===== config.mk =====
export PLATFORM = sky130hd
export DESIGN_NAME = cnn_row_load_ctrl
export DESIGN_NICKNAME = d
export VERILOG_FILES = /design/src/rtl/cnn_row_load_ctrl.sv
export SDC_FILE = /design/constraint.sdc
export NUM_CORES = 1
export LEC_CHECK = 0
export CAP_MARGIN = 20
export CORE_MARGIN = 3
export CORE_UTILIZATION = 48
export CTS_BUF_LIST = sky130_fd_sc_hd__clkbuf_4 sky130_fd_sc_hd__clkbuf_8
export CTS_CLUSTER_SIZE = 16
export DETAILED_ROUTE_END_ITERATION = 10
export GPL_TIMING_DRIVEN = 0
export PLACE_DENSITY = 0.82
export SLEW_MARGIN = 30
export SYNTH_ARGS = -nofsm -noshare
export SYNTH_HDL_FRONTEND = slang
export SYNTH_SLANG_ARGS = --single-unit

===== constraint.sdc =====
create_clock -name CNNCtrl_CLOCK_50 -period 1.78 [get_ports CNNCtrl_CLOCK_50]
set_input_delay 0.356 -clock CNNCtrl_CLOCK_50 [delete_from_list [all_inputs] [get_ports CNNCtrl_CLOCK_50]]
set_output_delay 0.356 -clock CNNCtrl_CLOCK_50 [all_outputs]
set_load 0.01 [all_outputs]

===== src/rtl/cnn_row_load_ctrl.sv =====
// cnn_row_load_ctrl: sequencer between the SPI command byte and the CNN row
// registers. A start command clears all rows, loads them one per cycle,
// pulses the CNN start, waits for CNN done and latches the prediction.
// Optional feature: define CNN_CTRL_TIMEOUT_EN to bound the WAIT state by
// TIMEOUT_CYC cycles and enter ERR on expiry.
module cnn_row_load_ctrl #(
    parameter int                     DATAWIDTH_BUS = 8,
    parameter int                     NUM_ROWS      = 8,
    parameter logic [DATAWIDTH_BUS-1:0] START_CODE  = 8'hA5,
    parameter int                     TIMEOUT_CYC   = 1024
) (
    input  logic                     CNNCtrl_CLOCK_50,
    input  logic                     CNNCtrl_Reset_InHigh,
    input  logic [DATAWIDTH_BUS-1:0] CNNCtrl_Cmd_InBUS,
    input  logic                     CNNCtrl_CNNDone_In,
    input  logic [DATAWIDTH_BUS-1:0] CNNCtrl_Predict_InBUS,
    output logic                     CNNCtrl_RegReset_InHigh,
    output logic [NUM_ROWS-1:0]      CNNCtrl_Load_InLow,
    output logic                     CNNCtrl_CNNStart_Out,
    output logic                     CNNCtrl_Busy_Out,
    output logic                     CNNCtrl_Done_Out,
    output logic                     CNNCtrl_Error_Out,
    output logic [DATAWIDTH_BUS-1:0] CNNCtrl_Result_OutBUS
);

    localparam int RCW = $clog2(NUM_ROWS) + 1;
    localparam logic [RCW-1:0] ROW_LAST = RCW'(NUM_ROWS - 1);

    typedef enum logic [2:0] {
        S_IDLE, S_CLEAR, S_LOAD, S_START, S_WAIT, S_DONE, S_ERR
    } state_t;

    state_t                     state_q, state_d;
    logic [RCW-1:0]             row_cnt_q, row_cnt_d;
    logic                       armed_q, armed_d;
    logic [DATAWIDTH_BUS-1:0]   result_q, result_d;
    logic                       reg_reset_q, reg_reset_d;
    logic [NUM_ROWS-1:0]        load_n_q, load_n_d;
    logic                       cnn_start_q, cnn_start_d;
    logic                       busy_q, busy_d;
    logic                       done_q, done_d;
    logic                       error_q, error_d;

`ifdef CNN_CTRL_TIMEOUT_EN
    localparam int WCW = $clog2(TIMEOUT_CYC);
    // ERR is entered when the count would step onto TIMEOUT_CYC-1, so a run
    // with no done raises Error exactly TIMEOUT_CYC cycles after CNNStart.
    localparam logic [WCW-1:0] WAIT_LAST = WCW'(TIMEOUT_CYC - 2);
    logic [WCW-1:0]             wait_cnt_q, wait_cnt_d;
`endif

    logic cmd_hit, trigger;
    assign cmd_hit = (CNNCtrl_Cmd_InBUS == START_CODE);
    // A held command fires once: armed only returns after a non-start byte.
    assign trigger = cmd_hit && armed_q;

    // State, counters and registered outputs
    always_ff @(posedge CNNCtrl_CLOCK_50 or posedge CNNCtrl_Reset_InHigh) begin
        if (CNNCtrl_Reset_InHigh) begin
            state_q     <= S_IDLE;
            row_cnt_q   <= '0;
            armed_q     <= 1'b1;
            result_q    <= '0;
            reg_reset_q <= 1'b0;
            load_n_q    <= '1;
            cnn_start_q <= 1'b0;
            busy_q      <= 1'b0;
            done_q      <= 1'b0;
            error_q     <= 1'b0;
`ifdef CNN_CTRL_TIMEOUT_EN
            wait_cnt_q  <= '0;
`endif
        end else begin
            state_q     <= state_d;
            row_cnt_q   <= row_cnt_d;
            armed_q     <= armed_d;
            result_q    <= result_d;
            reg_reset_q <= reg_reset_d;
            load_n_q    <= load_n_d;
            cnn_start_q <= cnn_start_d;
            busy_q      <= busy_d;
            done_q      <= done_d;
            error_q     <= error_d;
`ifdef CNN_CTRL_TIMEOUT_EN
            wait_cnt_q  <= wait_cnt_d;
`endif
        end
    end

    // Next-state, row/wait counters, arming and result capture
    always_comb begin
        state_d   = state_q;
        row_cnt_d = row_cnt_q;
        armed_d   = !cmd_hit;
        result_d  = result_q;
`ifdef CNN_CTRL_TIMEOUT_EN
        wait_cnt_d = wait_cnt_q;
`endif
        case (state_q)
            S_IDLE, S_DONE, S_ERR: begin
                if (trigger) state_d = S_CLEAR;
            end
            S_CLEAR: begin
                state_d   = S_LOAD;
                row_cnt_d = '0;
            end
            S_LOAD: begin
                // Counter parks on the last row rather than wrapping.
                if (row_cnt_q == ROW_LAST) state_d   = S_START;
                else                       row_cnt_d = row_cnt_q + RCW'(1);
            end
            S_START: begin
                state_d = S_WAIT;
`ifdef CNN_CTRL_TIMEOUT_EN
                wait_cnt_d = '0;
`endif
            end
            S_WAIT: begin
`ifdef CNN_CTRL_TIMEOUT_EN
                wait_cnt_d = wait_cnt_q + WCW'(1);
`endif
                // Done on the final count still wins over the timeout.
                if (CNNCtrl_CNNDone_In) begin
                    state_d  = S_DONE;
                    result_d = CNNCtrl_Predict_InBUS;
                end
`ifdef CNN_CTRL_TIMEOUT_EN
                else if (wait_cnt_q == WAIT_LAST) begin
                    state_d = S_ERR;
                end
`endif
            end
            default: state_d = S_IDLE;
        endcase
    end

    // Outputs decoded from the upcoming state so they come straight from flops
    always_comb begin
        reg_reset_d = (state_d == S_CLEAR);
        cnn_start_d = (state_d == S_START);
        busy_d      = (state_d == S_CLEAR) || (state_d == S_LOAD) ||
                      (state_d == S_START) || (state_d == S_WAIT);
        done_d      = (state_d == S_DONE);
`ifdef CNN_CTRL_TIMEOUT_EN
        error_d     = (state_d == S_ERR);
`else
        error_d     = 1'b0;
`endif
        load_n_d    = '1;
        for (int i = 0; i < NUM_ROWS; i++) begin
            load_n_d[i] = !((state_d == S_LOAD) && (row_cnt_d == RCW'(i)));
        end
    end

    assign CNNCtrl_RegReset_InHigh = reg_reset_q;
    assign CNNCtrl_Load_InLow      = load_n_q;
    assign CNNCtrl_CNNStart_Out    = cnn_start_q;
    assign CNNCtrl_Busy_Out        = busy_q;
    assign CNNCtrl_Done_Out        = done_q;
    assign CNNCtrl_Error_Out       = error_q;
    assign CNNCtrl_Result_OutBUS   = result_q;

endmodule


Word level (Yosys, flattened, before mapping):

Index checks and enable logic that the tools add are counted.

* flip-flop bits (word level): 28
* input port bits: 19
* output and inout port bits: 21
* logic and storage cells: 61

* add/sub/neg operators: 1
* equality and inequality tests: 20
* muxes and demuxes: 6
* reductions and logical operators: 25

Operators by type and width (number)
* == test 4 x 3 -> 1 bit, second input constant: 5
* == test 3 bit, second input constant: 5
* one-hot mux 3 bit (5 select lines): 1
* == test 3 x 2 -> 1 bit, second input constant: 4
* logical AND 1 bit: 9
* zero test 1 bit: 9
* 2-to-1 mux 3 bit: 3
* == test 4 x 2 -> 1 bit, second input constant: 2
* == test 8 bit, second input constant: 1
* one-hot mux 4 bit (2 select lines): 1
* == test 3 x 1 -> 1 bit, second input constant: 2
* adder 4 x 1 -> 4 bit, second input constant: 1
* == test 4 x 1 -> 1 bit, second input constant: 1
* zero test 4 bit: 1
* 2-to-1 mux 4 bit: 1
* zero test 3 bit: 1
* logical OR 1 bit: 3
* OR reduction 3 bit: 1
* AND reduction 2 bit: 1

Logic depth before layout (Yosys ltp):

Gate-level depths: netlist of the first run.

* word-level depth: 8
* depth in mapped cells: 6
* gate-level depth less buffers: 5

Worst setup path after synthesis of the first run:

No wires, ideal clock.

* path type: flip-flop to flip-flop
* start: register row_cnt_q[0]
* end: register load_n_q[1] (netlist: CNNCtrl_Load_InLow[1])
* library setup time: 0.088 ns
* arrival time: 1.546 ns
* required time: 1.692 ns
* slack: 0.146 ns
* stages on the path, launching flop included: 6
* buffers on the path: 0
* period minus slack after synthesis: 1.634 ns
* path through: dfrtp_1 ha_1 nand3b_1 nand2_2 nor3_1 or3b_1

* word-level cells in the longest chain between the ends: 6
* elaborated cells between the ends (all ways): 10
* those cells by class: add/sub (1); eq/ne (3); mux (4); reduce/logical (2)

RTL lines
* start: declaration: line 34 `logic [RCW-1:0] row_cnt_q, row_cnt_d;`
* start signal: assignment: line 75 `row_cnt_q <= row_cnt_d;`
* adder 4 x 1 -> 4 bit / == test 4 x 3 -> 1 bit (equally long branches): line 110, 109
* 2-to-1 mux 4 bit / 2-to-1 mux 3 bit (equally long branches): line 109 `if (row_cnt_q == ROW_LAST) state_d = S_START;`
* one-hot mux 4 bit (2 select lines) / one-hot mux 3 bit (5 select lines) (equally long branches): line 99 `case (state_q)`
* == test 4 x 1 -> 1 bit / == test 3 x 2 -> 1 bit (equally long branches): line 151 `load_n_d[i] = !((state_d == S_LOAD) && (row_cnt_d == RCW'(i)));`
* logical AND 1 bit (*): line 151
* zero test 1 bit (*): line 151
* net load_n_d[1]: line 38 `logic [NUM_ROWS-1:0] load_n_q, load_n_d;`
* end signal: assignment: line 79 `load_n_q <= load_n_d;`
* end: declaration: line 38

The timed path passes the listed nets; every way through them passes the cells marked *.
A chain may end at the register's enable or synchronous reset.

Worst setup path after layout of the first run:

* start: register load_n_q[6] (netlist: CNNCtrl_Load_InLow[6])
* end: output CNNCtrl_Load_InLow[6]

RTL lines
* end: declaration: line 18 `output logic [NUM_ROWS-1:0] CNNCtrl_Load_InLow,`

No word-level cell between the ends.

==> run metrics, run 1 <==
root buf cell=clkbuf_4; RSZ-0062 raised after global routing=no; Post-DP HPWL=2.09 mm; hold_ws=0.386 ns; Post-DP Area=1740 um2; DRC viols=0; ys async rst share=100%; syn_area_per_cell=11.9 um2; Routed Antenna Nets=0; first-pass GRT wire length=4.81 mm; post-synthesis cell count=111; largest net degree at the start of global routing=29; leakage=0.000741 uW; Synth cell types=44; Ys Warns=0; crit-path leading delay family=flip-flops; Die H=58.4 um; port buffer count=38; Worst VDD drop=1020 uV; Clock Skew=0.00115 ns; DRT Pass-1 Iters=4; Power Density=1480 nW/um2; relative slew slack=62.5%; Setup-failing EPs final=0; Final Non-Filler Cells=185; Num CTS Buffers=3; DIE WIDTH=58.4 um; Least-Margin Pin Slew=0.562 ns; Placer Congestion=0.794; Clock Latency Late Sink=0.32 ns; ys flop type=dfrtp_1; Via density=5.56; Crit path largest cell delay=0.54 ns; clock slew at reported path FFs=0.15 ns; MaxCap Viol Count=0; Sum Neg Setup Slack=0 ns; die area=3420 um2; final period utilization=97.4%; ant diodes=0; Post-synth EDFFs=0; outcome=finished clean; fmax=0.577 GHz; fillcell total=178; P&R area growth vs syn=38.2%; worst endpoint required time=1.42 ns; Util after Layout=71.7%; critical path type=flip-flop to output pin; worst path bufs/invs=1; Mapped Nets=131; vias in the first global route=1051; total track usage=18.2%; TritonCTS clock tree=yes; clk sinks=28; Worst Path Arrival=1.38 ns; worst min path class=input port to asynchronous set/reset pin; Initial Util=51.9%; CP Capture Type=output pin; H-tree levels=1; mapped cell area=1320 um2; CP cell instances=clkdlybuf4s50_1; initial antenna violation count=0; GRT overflow=0; # rows=18; layout cells sized above 1=26.5%; post-route cell area=1820 um2; Routed WL=2.87 mm; vias=1029; Synth Register Bits=28; placed cells=179; routed length per instance=15.5 um; Core Area=2540 um2; top-level port count=40; min Tclk post-route=1.73 ns; Seq/Total Area, Yosys=53.9%; fin nets=176; Hold Fails Final Rpt=0; Setup crit start kind=flip-flop; Slew Limit Fails=0; DRT iter0 DRCs=33; CP Max Fanout=1; slowest stage cell, crit path=dfstp_2; maximum clock insertion buffer count=2
power by group:
part           switching [uW]  internal (uW)  leakage (uW)
Sequential                142            863      0.000331
Clock                     181            227     0.0000279
Combinational             619            662      0.000382
Total                     942           1750      0.000741
repair_timing:
action / CTS / global route
setup buffers: 0 / 2
hold endpoints to repair: 0 / 0
hold buffers: 0 / 0
resized for setup: 1 / 6
setup endpoints to repair: 1 / 6
cells in the mapped netlist, types with 2 or more instances:
master,n,area share [%]
a21oi_1,4,1.5
nand3_1,7,2.7
inv_1,4,1.1
nand2_1,5,1.4
buf_2,5,1.9
dfstp_2,9,18
and3_1,3,1.4
nand3b_1,2,1.1
and4bb_2,2,1.9
o211ai_1,3,1.7
dfrtp_1,19,36
nand2b_1,3,1.4
mux2_2,8,6.8
xnor2_1,2,1.3
a31oi_1,2,0.95
nor2_1,2,0.57
o21ai_0,4,1.5
state kept, by name, indices dropped and copies added, names as in the netlist:
signal,count
CNNCtrl_RegReset_InHigh,1
row_cnt_q,4
state_q,3
CNNCtrl_Done_Out,1
CNNCtrl_Busy_Out,1
CNNCtrl_CNNStart_Out,1
CNNCtrl_Result_OutBUS,8
armed_q,1
CNNCtrl_Load_InLow,8
placed cells by master, fill, tap and decap left out, drive strengths merged, types with 3 or more instances in the layout:
cell,Yosys,routed
a21oi,4,4
and3,3,3
buf,7,9
clkbuf,0,3
clkdlybuf4s50,0,33
dfrtp,19,19
dfstp,9,9
dlymetal6s2s,0,5
inv,4,4
mux2,8,8
nand2,6,6
nand2b,3,3
nand3,7,7
o211ai,3,3
o21ai,4,4
worst paths after layout:
path | from | end | slack [ns] | depth (start not counted)
max in group asynchronous | CNNCtrl_Reset_InHigh | row_cnt_q[0]$_DFF_PP0_ | 0.99 | 2
min reg2reg | CNNCtrl_Result_OutBUS[7]$_DFFE_PP0P_ | CNNCtrl_Result_OutBUS[7]$_DFFE_PP0P_ | 0.53 | 1
min | CNNCtrl_Reset_InHigh | row_cnt_q[3]$_DFF_PP0_ | 0.39 | 2
min in group CNNCtrl_CLOCK_50 | CNNCtrl_Result_OutBUS[7]$_DFFE_PP0P_ | CNNCtrl_Result_OutBUS[7]$_DFFE_PP0P_ | 0.53 | 1
max | CNNCtrl_Load_InLow[6]$_DFF_PP1_ | CNNCtrl_Load_InLow[6] | 0.05 | 1
max reg2reg | row_cnt_q[0]$_DFF_PP0_ | CNNCtrl_Load_InLow[1]$_DFF_PP1_ | 0.10 | 5
stage by stage:
step | worst slack (ns) | total power (uW)
finish | 0.0470 | 2690
global route | 0.00389 | 2880
CTS | 0.00822 | 2700
detailed placement | -0.105 | 2290
global placement | -0.0632 | 2220
floorplan | 0.146 | 1790
logic make-up (layout without fill, tap and decap cells):
kind of cell	after synthesis	after routing	synth area share, %
other	1	1	0.284
XOR/XNOR	2	2	1.33
AND/OR/NAND/NOR	36	36	18.6
adder cells (fa/ha/maj)	2	2	1.71
multiplexers	9	9	7.58
buffers and inverters	11	55	4.45
flip-flops	28	28	53.9
AO/OA/AOI/OAI	22	22	12.1
cell type report:
| type | count | area, um2 | share of cell area [%] |
|---|---|---|---|
| flip-flops and latches | 28 | 713 | 39.1 |
| clock inverters | 1 | 30.0 | 1.65 |
| repair buffers | 40 | 408 | 22.4 |
| well taps | 30 | 37.5 | 2.06 |
| plain buffers | 7 | 43.8 | 2.40 |
| inverters | 4 | 15.0 | 0.823 |
| multi-input cells | 72 | 554 | 30.4 |
| clock buffers | 3 | 22.5 | 1.23 |
routing by layer:
| layer | up-vias | GRT usage (%) | wire (um) |
|---|---|---|---|
| met5 | - | 0 | 0 |
| met4 | 0 | 6.62 | 43 |
| met3 | 4 | 2.63 | 171 |
| met1 | 494 | 23.5 | 1150 |
| met2 | 39 | 31.1 | 1500 |
| li1 | 492 | - | - |
Note: power is estimated with default switching activity, not from simulation.
==> run 2, diff against run 1 <==
--- a/config.mk
+++ b/config.mk
@@ -6,7 +6,7 @@
 export NUM_CORES = 1
 export LEC_CHECK = 0
 export CAP_MARGIN = 20
-export CORE_MARGIN = 3
+export CORE_MARGIN = 5
 export CORE_UTILIZATION = 48
 export CTS_BUF_LIST = sky130_fd_sc_hd__clkbuf_4 sky130_fd_sc_hd__clkbuf_8
 export CTS_CLUSTER_SIZE = 16
==> run metrics, run 2 (same netlist as run 1, synthesis figures left out) <==
ant diodes=0; Core Area=2690 um2; worst min path class=input port to asynchronous set/reset pin; port buffer count=38; fmax=0.590 GHz; total track usage=15.1%; Slew Limit Fails=0; GRT overflow=0; Least-Margin Pin Slew=0.557 ns; placed cells=180; RR Startpoint=row_cnt_q[0]$_DFF_PP0_; top-level port count=40; Placer Congestion=0.816; Initial Util=49.1%; clock slew at reported path FFs=0.13 ns; WL met1=1.17 mm; H-tree levels=1; most common cell after layout, fill and taps aside=clkdlybuf4s50_1; DRT Pass-1 Iters=4; vias in the first global route=1062; DIE WIDTH=62.4 um; fin nets=174; pre-CTS setup slack=-0.114 ns; Num CTS Buffers=3; vias=1021; final period utilization=95.2%; Hold Fails Final Rpt=0; Top Layer Used=met4; Routed Antenna Nets=0; WL met3=183 um; Reg2Reg Setup Slack=0.09 ns; Clock Skew=0.00199 ns; critical path type=flip-flop to flip-flop; worst endpoint required time=2.04 ns; final setup margin=0.0862 ns; hold_ws=0.391 ns; hold_buf cts=0; TritonCTS clock tree=yes; layout cells sized above 1=25.5%; relative slew slack=62.8%; Worst Path Arrival=1.95 ns; CP Capture Type=flip-flop; Final Non-Filler Cells=184; CP Max Fanout=8; Routed WL=2.79 mm; DRT iter0 DRCs=33; FF-to-FF End=CNNCtrl_Load_InLow[1]$_DFF_PP1_; maximum clock insertion buffer count=2; outcome=finished clean; Setup-failing EPs final=0; first-pass GRT wire length=4.79 mm; RSZ-0062 raised after global routing=no; met2 wire len=1.40 mm; Via density=5.55; min Tclk post-route=1.69 ns; routed length per instance=15.1 um; r2r worst-path depth=5; Power Density=1430 nW/um2; Setup crit start kind=flip-flop; initial antenna violation count=0; Die H=62.4 um; Post-DP HPWL=2.13 mm; Worst VDD drop=961 uV; # rows=19; root buf cell=clkbuf_4; commonest non-fill, non-tap cells in the layout=30 x clkdlybuf4s50_1, 18 x dfrtp_1, 9 x dfstp_2, 8 x mux2_2, 8 x dlymetal6s2s_1; number of buffers added for setup after CTS=0; die area=3900 um2; Sequential Area=713 um2; Clock Latency Late Sink=0.32 ns; P&R area growth vs syn=36.5%; clk sinks=28; area of the multi-input gates=554 um2; leakage=0.000725 uW; largest net degree at the start of global routing=29; MaxCap Viol Count=0; fillcell total=197; DRC viols=0
-- run 2: metrics by stage --
step                      area (um2)  power [uW]  utilization (%)  setup TNS (ns)
final                           1800        2570             67.1               0
after global routing            1800        2770             67.1               0
after CTS                       1780        2590             66.3               0
after detailed placement        1740        2290             64.7          -0.114
after global placement          1740        2220             64.7         -0.0589
after floorplan                 1320        1790                -               0
-- run 2: timing repair --
item / in CTS / in global routing
gates resized for setup: 1 / 9
endpoints found under the setup margin: 1 / 9
pin swaps: 0 / 0
-- run 2: routing by layer --
layer  GRT usage, %  vias up
li1               -      493
met1           18.5      486
met2           24.7       38
met3           3.42        4
met4           7.43        0
met5              0        -
-- run 2: final cells by class --
cell class	count	share of cell area (%)
repair buffers	38	22.2
clock buffers	4	2.01
plain buffers	7	2.43
inverters	4	0.833
multi-input cells	72	30.8
well taps	31	2.15
flip-flops and latches	28	39.6
-- run 2: where the power goes --
part	internal, uW	switching, uW
sequential	864	147
clock	125	170
combinational	658	610
total	1650	928
-- run 2: worst max path at each step --
stage,start,endpoint,cells past startpoint
global route,row_cnt_q[0]$_DFF_PP0_,CNNCtrl_Load_InLow[1]$_DFF_PP1_,5
finish,row_cnt_q[0]$_DFF_PP0_,CNNCtrl_Load_InLow[1]$_DFF_PP1_,5
detailed placement,CNNCtrl_Cmd_InBUS[3],state_q[2]$_DFF_PP0_,5
floorplan,row_cnt_q[0]$_DFF_PP0_,CNNCtrl_Load_InLow[1]$_DFF_PP1_,5
global placement,CNNCtrl_Cmd_InBUS[3],state_q[2]$_DFF_PP0_,5
CTS,CNNCtrl_Load_InLow[4]$_DFF_PP1_,CNNCtrl_Load_InLow[4],1
-- run 2: critical path, cell delays in order, from the launching register on --
cell	delay (ns)
dfrtp_2	0.48
ha_1	0.25
nand3b_1	0.21
nand2_2	0.11
nor3_2	0.21
or3b_1	0.37
==> run 3, diff against run 2 <==
--- a/config.mk
+++ b/config.mk
@@ -6,13 +6,14 @@
 export NUM_CORES = 1
 export LEC_CHECK = 0
 export CAP_MARGIN = 20
-export CORE_MARGIN = 5
+export CORE_MARGIN = 8
 export CORE_UTILIZATION = 48
 export CTS_BUF_LIST = sky130_fd_sc_hd__clkbuf_4 sky130_fd_sc_hd__clkbuf_8
 export CTS_CLUSTER_SIZE = 16
 export DETAILED_ROUTE_END_ITERATION = 10
 export GPL_TIMING_DRIVEN = 0
 export PLACE_DENSITY = 0.82
+export SKIP_LAST_GASP = 1
 export SLEW_MARGIN = 30
 export SYNTH_ARGS = -nofsm -noshare
 export SYNTH_HDL_FRONTEND = slang
==> run metrics, run 3 (same netlist as run 1, synthesis figures left out) <==
outcome=finished clean; final period utilization=95.1%; Die H=68.4 um; Least-Margin Pin Slew=0.570 ns; clk sinks=28; vias=1054; initial antenna violation count=0; DRC viols=0; first-pass GRT wire length=4.83 mm; Setup crit start kind=flip-flop; die area=4680 um2; TritonCTS clock tree=yes; largest net degree at the start of global routing=29; maximum clock insertion buffer count=2; Num CTS Buffers=3; vias in the first global route=1031; Clock Skew=0.00225 ns; clock slew at reported path FFs=0.14 ns; total track usage=13.6%; layout cells sized above 1=25.3%; Worst Path Arrival=1.96 ns; Post-DP HPWL=2.22 mm; root buf cell=clkbuf_4; top-level port count=40; Final Non-Filler Cells=185; critical path type=flip-flop to flip-flop; sw frac=36.6%; Worst VDD drop=846 uV; Slew Limit Fails=0; placed cells=180; worst endpoint required time=2.05 ns; fin nets=175; Logic pwr share=49.7%; CP Max Fanout=8; Via density=5.70; sequential share of power=39.2%; Sum Neg Setup Slack=0 ns; Hold Fails Final Rpt=0; min Tclk post-route=1.69 ns; GRT overflow=0; most common cell after layout, fill and taps aside=clkdlybuf4s50_1; H-tree levels=1; P&R area growth vs syn=36.5%; DRT Pass-1 Iters=5; Core Area=2690 um2; hold_ws=0.389 ns; DIE WIDTH=68.4 um; # rows=19; Util after Layout=67.1%; r2r worst-path depth=5; worst min path class=input port to asynchronous set/reset pin; port buffer count=38; Initial Util=49.1%; Power Density=1420 nW/um2; hold_buf cts=0; DRT iter0 DRCs=56; Routed WL=2.98 mm; Psw=935 uW; Routed Antenna Nets=0; CP Capture Type=flip-flop; ant diodes=0; commonest non-fill, non-tap cells in the layout=30 x clkdlybuf4s50_1, 19 x dfrtp_1, 9 x dfstp_2, 8 x mux2_2, 8 x dlymetal6s2s_1; Int Power=1620 uW; relative slew slack=61.9%; MaxCap Viol Count=0; RSZ-0062 raised after global routing=yes; routed length per instance=16.1 um; Clock power frac=11.1%; Placer Congestion=0.809; fmax=0.591 GHz; Setup-failing EPs final=0; leakage=0.000728 uW; Clock Latency Late Sink=0.33 ns
-- run 3: cell types whose count changed in the layout (fill, tap and decap cells not counted) --
cell	change
clkbuf_4	+1
clkbuf_8	-1
dfrtp_2	-1
buf_4	+1
dfrtp_1	+1
-- run 3: critical path, cell delays in order (launching register included) --
cell,delay (ns)
dfrtp_1,0.49
ha_1,0.28
nand3b_1,0.18
nand2_2,0.09
nor3_2,0.21
or3b_1,0.38
-- run 3: routing by layer --
metal  up-vias  wire length (um)  track usage, %
li1        490                 -               -
met1       520              1190            15.2
met5         -                 0               0
met3         7               205            3.44
met4         0                77            7.67
met2        37              1510            23.0
-- run 3: layout make-up --
type                    count  area [um2]
fillers                   204         885
flip-flops and latches     28         712
multi-input cells          72         554
repair buffers             39         408
plain buffers               7        43.8
well taps                  31        38.8
clock buffers               4        30.0
inverters                   4        15.0
-- run 3: power by group through the flow --
stage	combinational, uW	clock (uW)	sequential (uW)
after floorplan	723	0	1060
after global placement	1230	0	996
after detailed placement	1270	0	1010
after CTS	1280	298	1000
after global routing	1370	316	1040
final	1270	284	1000
-- run 3: repair_timing --
action                                  CTS  global route
buffers inserted                          0             1
endpoints found under the setup margin    1             9
gates resized for setup                   1             8
-- run 3: per-stage QoR --
| step | cell area, um2 | setup WS, ns | power, uW |
|---|---|---|---|
| after CTS | 1770 | 0.00437 | 2580 |
| after global placement | 1740 | -0.0552 | 2220 |
| after global routing | 1800 | -0.0255 | 2720 |
| after detailed placement | 1740 | -0.110 | 2280 |
| after floorplan | 1320 | 0.146 | 1790 |
| final | 1800 | 0.0879 | 2560 |
-- run 3: final timing paths --
| path | start | endpoint | slack [ns] |
|---|---|---|---|
| max | row_cnt_q[0]$_DFF_PP0_ | CNNCtrl_Load_InLow[1]$_DFF_PP1_ | 0.09 |
| min | CNNCtrl_Reset_InHigh | CNNCtrl_Result_OutBUS[7]$_DFFE_PP0P_ | 0.39 |
| max reg2reg | row_cnt_q[0]$_DFF_PP0_ | CNNCtrl_Load_InLow[1]$_DFF_PP1_ | 0.09 |
| min reg2reg | CNNCtrl_Result_OutBUS[0]$_DFFE_PP0P_ | CNNCtrl_Result_OutBUS[0]$_DFFE_PP0P_ | 0.52 |
| max in group asynchronous | CNNCtrl_Reset_InHigh | CNNCtrl_Load_InLow[3]$_DFF_PP1_ | 1.01 |
| min in group CNNCtrl_CLOCK_50 | CNNCtrl_Result_OutBUS[0]$_DFFE_PP0P_ | CNNCtrl_Result_OutBUS[0]$_DFFE_PP0P_ | 0.52 |
